### src/rtl/fifo_ctrl.sv
// fifo_ctrl: head/tail pointers, occupancy count and strobe decode for an 8x32 FIFO.
// The storage array and the 8:1 read mux are external and stateless.
module fifo_ctrl #(
    parameter int DEPTH = 8,
    parameter int AW    = 3,
    parameter int CW    = 4
) (
    input  logic          clk,
    input  logic          reset,
    input  logic          wr_en,
    input  logic          rd_en,
    output logic          we,
    output logic [AW-1:0] wr_addr,
    output logic          re,
    output logic [AW-1:0] rd_addr,
    output logic          full,
    output logic          empty,
    output logic [CW-1:0] data_count,
    output logic          wr_ack,
    output logic          wr_err,
    output logic          rd_ack,
    output logic          rd_err
);

    typedef enum logic [2:0] {
        INIT     = 3'd0,
        NO_OP    = 3'd1,
        WRITE    = 3'd2,
        WR_ERROR = 3'd3,
        READ     = 3'd4,
        RD_ERROR = 3'd5
    } state_t;

    localparam logic [CW-1:0] FULL_CNT = CW'(DEPTH);
    localparam logic [CW-1:0] ZERO_CNT = {CW{1'b0}};
    localparam logic [CW-1:0] ONE_CNT  = CW'(1);
    localparam logic [AW-1:0] ZERO_PTR = {AW{1'b0}};
    localparam logic [AW-1:0] ONE_PTR  = AW'(1);

    state_t        state_q, state_d;
    logic [AW-1:0] head_q, head_d;
    logic [AW-1:0] tail_q, tail_d;
    logic [CW-1:0] count_q, count_d;
    logic [AW-1:0] wr_addr_q, wr_addr_d;
    logic [AW-1:0] rd_addr_q, rd_addr_d;

    // Next-state decode; simultaneous push and pop are both dropped.
    always_comb begin
        state_d   = NO_OP;
        head_d    = head_q;
        tail_d    = tail_q;
        count_d   = count_q;
        wr_addr_d = wr_addr_q;
        rd_addr_d = rd_addr_q;
        if (wr_en && !rd_en) begin
            if (count_q != FULL_CNT) begin
                state_d   = WRITE;
                wr_addr_d = tail_q;
                tail_d    = tail_q + ONE_PTR;
                count_d   = count_q + ONE_CNT;
            end else begin
                state_d   = WR_ERROR;
            end
        end else if (rd_en && !wr_en) begin
            if (count_q != ZERO_CNT) begin
                state_d   = READ;
                rd_addr_d = head_q;
                head_d    = head_q + ONE_PTR;
                count_d   = count_q - ONE_CNT;
            end else begin
                state_d   = RD_ERROR;
            end
        end else begin
            state_d = NO_OP;
        end
    end

    // State and pointer registers with synchronous reset.
    always_ff @(posedge clk) begin
        if (reset) begin
            state_q   <= INIT;
            head_q    <= ZERO_PTR;
            tail_q    <= ZERO_PTR;
            count_q   <= ZERO_CNT;
            wr_addr_q <= ZERO_PTR;
            rd_addr_q <= ZERO_PTR;
        end else begin
            state_q   <= state_d;
            head_q    <= head_d;
            tail_q    <= tail_d;
            count_q   <= count_d;
            wr_addr_q <= wr_addr_d;
            rd_addr_q <= rd_addr_d;
        end
    end

    // Strobe and flag decode from the registered state.
    always_comb begin
        we      = 1'b0;
        wr_addr = ZERO_PTR;
        re      = 1'b0;
        rd_addr = ZERO_PTR;
        wr_ack  = 1'b0;
        wr_err  = 1'b0;
        rd_ack  = 1'b0;
        rd_err  = 1'b0;
        case (state_q)
            WRITE: begin
                we      = 1'b1;
                wr_addr = wr_addr_q;
                wr_ack  = 1'b1;
            end
            WR_ERROR: begin
                wr_err  = 1'b1;
            end
            READ: begin
                re      = 1'b1;
                rd_addr = rd_addr_q;
                rd_ack  = 1'b1;
            end
            RD_ERROR: begin
                rd_err  = 1'b1;
            end
            default: begin
                we      = 1'b0;
                re      = 1'b0;
            end
        endcase
    end

    assign full       = (count_q == FULL_CNT);
    assign empty      = (count_q == ZERO_CNT);
    assign data_count = count_q;

endmodule

### config.mk
export PLATFORM = sky130hd
export DESIGN_NAME = fifo_ctrl
export DESIGN_NICKNAME = d
export VERILOG_FILES = /design/src/rtl/fifo_ctrl.sv
export SDC_FILE = /design/constraint.sdc
export NUM_CORES = 1
export LEC_CHECK = 0
export BUFFER_PORTS_ARGS = -buffer_cell sky130_fd_sc_hd__buf_2
export CAP_MARGIN = 10
export CORE_MARGIN = 10
export CORE_UTILIZATION = 33
export CTS_CLUSTER_SIZE = 14
export DETAILED_ROUTE_END_ITERATION = 7
export HOLD_SLACK_MARGIN = 0.03
export PLACE_DENSITY_LB_ADDON = 0.3
export SYNTH_ARGS = -nofsm -noshare
export SYNTH_HDL_FRONTEND = slang
export SYNTH_SLANG_ARGS = --single-unit
### constraint.sdc
create_clock -name clk -period 1.94 [get_ports clk]
set_input_delay 0 -clock clk [delete_from_list [all_inputs] [get_ports clk]]
set_output_delay 0 -clock clk [all_outputs]
set_load 0.1 [all_outputs]
Word level (Yosys, flattened, before mapping). Cells that the tools add are included. W data, S select, Z words.

Memories: 0. RAM bits: 0. Latch bits: 0. Output and inout bits: 18. ROM bits: 0. Bits of input ports: 4. Flip-flop bits (word level): 19.

Reductions and logical operators: 11. Shift-type cells: 0. Add/sub/neg operators: 4. Bitwise operators: 1. $mul: 0. $lt $le $gt $ge: 0. Equality and inequality tests: 7. Divide/modulo/power cells: 0. Multiplexer cells: 14.

Operators with widths (number): $mux W4 (4); $mux W3 (4); $add A3 B1 Y3 const B (2); $eq A3 B2 Y1 const B (2); $eq A3 B3 Y1 const B (2); $mux W1 (6); $reduce_and A3 Y1 (2); $add A4 B1 Y4 const B (1); $eq A4 B4 Y1 const B (1); $logic_not A4 Y1 (1); $ne A4 B4 Y1 const B (1); $reduce_bool A2 Y1 (2); $reduce_bool A4 Y1 (1); $sub A4 B1 Y4 const B (1); $logic_and A1 B1 Y1 (2); $logic_not A1 Y1 (2); $ne A2 B1 Y1 const B (1); $reduce_and A2 Y1 (1); $not A1 Y1 (1).

Depth between registers and ports, before layout. Gate-level depths: netlist of run 1.

Depth in word-level cells: 4. Mapped depth: 8. Gate-level depth less buffers: 8.

Worst setup path before layout of run 1. No wires, ideal clock.

Kind: flip-flop to output port. Start point: register state_q[2]. End point: output rd_addr[0]. Slack: -1.724 ns. Cell stages (with the launch flop): 3. Data arrival time: 3.664 ns. Buffers on the path: 0. Data required time: 1.940 ns. Cells stage by stage: dfxtp_1 > nor3b_1 > and2_1.

Longest elaborated chain between the ends: 2.

Ends and longest elaborated chain: from (decl) (RTL line 40) `state_t state_q, state_d;`; from (signal assigned) (RTL line 88) `state_q <= state_d;`; $eq A3 B3 Y1 (RTL line 107) `case (state_q)`; $mux W3 (RTL line 107); to (decl) (RTL line 15) `output logic [AW-1:0] rd_addr,`.

No other way between the ends.

Final worst setup path of run 1.
Start point: register count_q[0], in the netlist data_count[0]. End point: output full.

Longest elaborated chain between the ends: 1.

Ends and longest elaborated chain: from (decl) (RTL line 43) `logic [CW-1:0] count_q, count_d;`; from (signal assigned) (RTL line 91) `count_q <= count_d;`; $eq A4 B4 Y1 (RTL line 131) `assign full = (count_q == FULL_CNT);`; to (decl) (RTL line 16) `output logic full,`.

No other way between the ends.

==> metrics, run 1 <==
status finished clean; Final nets 146; Max Slew Vio Count 0; DR vias 817; Max FO, Critical Path 7; DRT Wirelength 2128 µm; DIE AREA 5631 µm²; EDFF count, synth 0; antenna cells 0; DRC 0; H-tree levels 1; syn_nets 124; Slew headroom 0.6207; Syn Inst Count 112; CTS resizes 0; fmax 0.5578 GHz; buffers added on ports 21; ratio of cells with drive above 1 in the final layout 0.3534; Worst R2R Setup Slack 0.31 ns; die width 75.04 µm; Clock Sinks 19; TNS Setup 0 ns; clk_lat worst skew 0.29 ns; Syn-to-layout area delta 20.15%; fraction of registers with async set/reset 0; CTS max path bufs 2; unrepaired setup endpoints after global routing no; Worst-Margin Slew 0.5690 ns; Synth Warn # 0; Yosys reg bits 19; library cells used by synthesis 31; total CTS buffers 3; largest net degree at the start of global routing 24; Core Util, Final 0.4246; vias in the first global route 780; worst vdd ir 0.9940 mV; most numerous cell in the Yosys netlist dfxtp_1; final hold vios 0; P_leak 0.5075 nW; Routed Antenna Nets 0; proportion of netlist area held by the largest area contributor 0.3805; Routed WL per cell 12.98 µm; Pre-antenna DRT Iters 4; crit path time final 1.793 ns; Critical Path RT 1.94 ns; dpl hpwl 1631 µm; core region area 2829 µm²; Synth area leaders dfxtp_1 38%, ha_1 8.8%, nand2_1 5.6%; kind of critical path reg -> out; Hold Crit Depth 2; hold_buf cts 0; reg2reg end head_q[0]$_SDFFE_PP0P_; clk_skew 0.003010 ns; RD Place Congestion 0.7900; CTS tree yes; largest area contributor in the netlist dfxtp_1; first-pass GRT wire length 3525 µm; Core Rows 19; Critical Path End Type output pin; sequential share of the synthesized area 0.3805; CTS root buffer clkbuf_4; Post-synth top cells 19 x dfxtp_1, 15 x nand2_1, 7 x a21oi_1, 7 x ha_1, 7 x nor2_1; max_cap viols 0; initial antenna violation count 0; ys flop type dfxtp_1; Hold EP state_q[1]$_SDFF_PP0_; post-DR vias/cell 4.982; Startpoint Class flip-flop; buffer count from post-CTS setup fixing 0; syn_area_per_cell 8.926 µm²; Synth Cell Area 999.7 µm²; Ports 22; initial drt markers 26; CP arrival 1.79 ns; total gr overflow 0; period utilisation layout 0.9242; clock slew at reported path FFs 0.11 ns; PD cells 1555 nW/µm²; GRT Total Usage 0.07719; Die Y-Extent 75.04 µm; Worst Hold Class in -> reg; r2r startpoint data_count[0]$_SDFFE_PP0P_; Initial Utilization 0.3534; # setup viols final 0; reg2reg path depth 4; Worst Hold Launch reset
[where the power goes]
part	internal (mW)	total (mW)	switching [mW]
Combinational	0.284	1.12	0.836
Sequential	0.458	0.549	0.0910
Clock	0.0798	0.198	0.118
Total	0.822	1.87	1.05
[final cells by class]
type | count | area, µm²
inverter | 6 | 30.03
sequential | 19 | 385.4
timing repair buffer | 22 | 127.6
tap | 31 | 38.79
clock buffer | 4 | 26.28
multi-input combinational | 82 | 593.1
fill | 282 | 1628
[per-layer routing]
layer / wire, µm / up-vias / GRT usage
met5: 0 / - / 0
met4: 23 / 0 / 0.03151
met3: 151 / 2 / 0.02234
met2: 917 / 19 / 0.1238
met1: 1035 / 374 / 0.09448
li1: - / 422 / -
[cells by family (layout without fill, tap and decap cells)]
group / Yosys count / in the layout / share of synthesized area
xor gates and xnor gates: 6 / 6 / 0.05258
AOI/OAI and AO/OA: 19 / 19 / 0.1402
adders and majority gates: 8 / 8 / 0.1076
and+or+nand+nor: 49 / 49 / 0.2628
DFF: 19 / 19 / 0.3805
buffers and inverters: 11 / 32 / 0.05631
[worst max-delay path, stage by stage, from the launching register on]
cell	delay (ns)
dfxtp_2	0.37
or4b_1	0.62
clkinvlp_4	0.10
buf_2	0.41
[registers in the layout (all words and copies together), names as in the netlist]
register,count
head_q,3
tail_q,3
wr_addr_q,3
rd_addr_q,3
data_count,4
state_q,3
[worst max-delay path by stage]
stage / startpoint / end / slack (ns) / cells past startpoint
3_5_place_dp: rd_en / data_count[3]$_SDFFE_PP0P_ / 0.17 / 10
3_3_place_gp: rd_en / data_count[3]$_SDFFE_PP0P_ / 0.24 / 9
6_report: data_count[0]$_SDFFE_PP0P_ / full / 0.15 / 3
2_1_floorplan: state_q[2]$_SDFF_PP0_ / rd_addr[0] / 0.02 / 2
5_1_grt: data_count[0]$_SDFFE_PP0P_ / full / 0.09 / 3
4_1_cts: data_count[0]$_SDFFE_PP0P_ / full / 0.14 / 3
[placed cells by master (no fill, tap or decap), types with 2 or more instances in the layout]
cell type,instances
nand2b_1,2
a211oi_1,3
dfxtp_1,15
inv_1,4
xnor2_1,3
xor2_1,3
nor3b_4,2
dfxtp_2,4
nor3_1,3
clkbuf_4,3
and2_2,6
nor2_1,7
a21oi_1,7
nand3_1,6
ha_1,7
a21oi_2,4
and3b_1,2
nand2_1,15
buf_2,20
clkinvlp_4,2
[through the flow]
step / worst slack, ns / area (µm²) / std cells / power, mW / hold WS [ns]
global placement: 0.2418 / 1175 / 160 / 1.661 / 0.4213
CTS: 0.1359 / 1201 / 164 / 1.877 / 0.1230
finish: 0.1471 / 1201 / 164 / 1.867 / 0.1284
detailed placement: 0.1689 / 1175 / 160 / 1.685 / 0.4259
global route: 0.08631 / 1201 / 164 / 1.962 / 0.1386
floorplan: 0.01753 / 1042 / 112 / 1.484 / 0.2933
(Power assumes the default switching activity.)
==> run 2, diff against run 1 <==
Settings changed: CORE_MARGIN 10 to 2.
==> metrics, run 2 (synthesized netlist as in run 1, its figures left out) <==
CTS max path bufs 2 (unchanged); met3 wire len 69 µm (was 151 µm); kind of critical path reg -> out (unchanged); Setup WS post-layout 0.1254 ns (was 0.1471 ns); CP peak stage delay 0.62 ns (about the same); post-DR vias/cell 4.970 (was 4.982); CTS resizes 0 (unchanged); Int Pwr 0.8221 mW (was 0.8219 mW); reg2reg path depth 4 (unchanged); Setup WS pre-CTS 0.1825 ns (was 0.1689 ns); Die Y-Extent 59.04 µm (was 75.04 µm); period utilisation layout 0.9353 (was 0.9242); initial antenna violation count 0 (unchanged); crit path from data_count[0]$_SDFFE_PP0P_ (unchanged); clk_lat worst skew 0.30 ns (was 0.29 ns); clock slew at reported path FFs 0.10 ns (was 0.11 ns); status finished clean (unchanged); Clock Sinks 19 (unchanged); P_leak 0.5075 nW (unchanged); crit path time final 1.815 ns (was 1.793 ns); Placed Cells 160 (unchanged); Startpoint Class flip-flop (unchanged); Critical Path RT 1.94 ns (about the same); max FFs per register 4 (unchanged); Pre-antenna DRT Iters 4 (unchanged); DR WL met2 828 µm (was 917 µm); die width 59.04 µm (was 75.04 µm); # setup viols final 0 (unchanged); Worst Hold Class in -> reg (unchanged); Max FO, Critical Path 7 (unchanged); Reg power frac 0.295 (was 0.294); core region area 2829 µm² (unchanged); Critical Path End Type output pin (unchanged); final hold vios 0 (unchanged); Initial Utilization 0.3534 (unchanged); CTS tree yes (unchanged); Slew headroom 0.6349 (was 0.6207); buffer count from post-CTS setup fixing 0 (unchanged); DR vias 815 (was 817); worst vdd ir 0.9693 mV (was 0.9940 mV); Worst-Margin Slew 0.5476 ns (was 0.5690 ns); DRC 0 (unchanged); switching part of the total 0.5576 (was 0.5598); Syn-to-layout area delta 20.15% (unchanged); clock network fraction of total power 0.110 (was 0.106); total CTS buffers 3 (unchanged); vias in the first global route 734 (was 780); most frequent cells in the layout 20 x buf_2, 15 x nand2_1, 15 x dfxtp_1 (unchanged); Ports 22 (unchanged); met1 WL 908 µm (was 1035 µm); DIE AREA 3486 µm² (was 5631 µm²); leading cell type in the layout, fill and taps excluded buf_2 (unchanged); Final Non-Filler Cells 164 (unchanged); PD cells 1547 nW/µm² (was 1555 nW/µm²); top sig layer met4 (unchanged); Worst R2R Setup Slack 0.31 ns (about the same); hold_buf cts 0 (unchanged); Switch Pwr 1.036 mW (was 1.045 mW); Max Slew Vio Count 0 (unchanged); Layout fillers 285 (was 282); CP arrival 1.81 ns (was 1.79 ns); TNS Setup 0 ns (unchanged); buffers added on ports 21 (unchanged); initial drt markers 15 (was 26); largest net degree at the start of global routing 24 (unchanged); antenna cells 0 (unchanged); total gr overflow 0 (unchanged); CP endpoint full (unchanged); reg2reg end head_q[0]$_SDFFE_PP0P_ (unchanged); Core Rows 19 (unchanged); placed cell area 1175 µm² (unchanged); RD Place Congestion 0.7825 (was 0.7900); Critical Path Slowest Stage Cell or4b_1 (unchanged); Routed WL per cell 11.19 µm (was 12.98 µm); ratio of cells with drive above 1 in the final layout 0.3534 (unchanged); crit-path cells or4b_1, clkinvlp_4, buf_2 (unchanged); fin area 1201 µm² (unchanged); Logic pwr share 0.595 (was 0.600); GRT Total Usage 0.1142 (was 0.07719); Final nets 146 (unchanged); clk_skew 0.002638 ns (was 0.003010 ns); DRT Wirelength 1835 µm (was 2128 µm); dpl hpwl 1406 µm (was 1631 µm); fmax 0.5511 GHz (was 0.5578 GHz); first-pass GRT wire length 3077 µm (was 3525 µm); H-tree levels 1 (unchanged); CTS root buffer clkbuf_4 (unchanged); Routed Antenna Nets 0 (unchanged); unrepaired setup endpoints after global routing no (unchanged); max_cap viols 0 (unchanged); r2r startpoint data_count[0]$_SDFFE_PP0P_ (unchanged)
run 2: layer usage:
layer | up-vias | global-route usage
li1 | 424 | -
met1 | 364 | 0.1491
met2 | 24 | 0.1810
met3 | 3 | 0.006550
met4 | 0 | 0.07792
met5 | - | 0
run 2: final cells by class:
type | instances | area, µm² | share of cell area
multi-input combinational | 82 | 593.1 | 0.4938
sequential | 19 | 385.4 | 0.3208
timing repair buffer | 22 | 127.6 | 0.1062
tap | 31 | 38.79 | 0.03229
inverter | 6 | 30.03 | 0.02500
clock buffer | 4 | 26.28 | 0.02188
run 2: power groups by stage:
stage	clock network (mW)	registers [mW]	logic, mW
3_3_place_gp	0	0.553	1.10
5_1_grt	0.222	0.566	1.17
6_report	0.204	0.549	1.11
3_5_place_dp	0	0.558	1.11
4_1_cts	0.207	0.551	1.11
2_1_floorplan	0	0.807	0.677
run 2: worst max-delay path, delay by kind of cell, from the launching register on:
family,cells,cell delay (ns)
and+or+nand+nor,1,0.62
buffers and inverters,2,0.51
DFF,1,0.37
run 2: how the worst min path moves through the flow:
stage               startpoint                          to  depth (start not counted)
finish                   reset       state_q[1]$_SDFF_PP0_                          2
global route             reset  data_count[0]$_SDFFE_PP0P_                          2
CTS                      reset       state_q[1]$_SDFF_PP0_                          2
detailed placement       reset       state_q[1]$_SDFF_PP0_                          2
global placement         reset       state_q[1]$_SDFF_PP0_                          2
floorplan                rd_en       state_q[0]$_SDFF_PP0_                          2
run 2: per-stage QoR:
stage               hold WS (ns)  power [mW]    util
finish                   0.09398       1.858  0.4246
CTS                       0.1034       1.872  0.4246
global placement          0.4169       1.653  0.4153
detailed placement        0.4206       1.669  0.4153
floorplan                 0.2933       1.484       -
global route              0.1160       1.959  0.4246
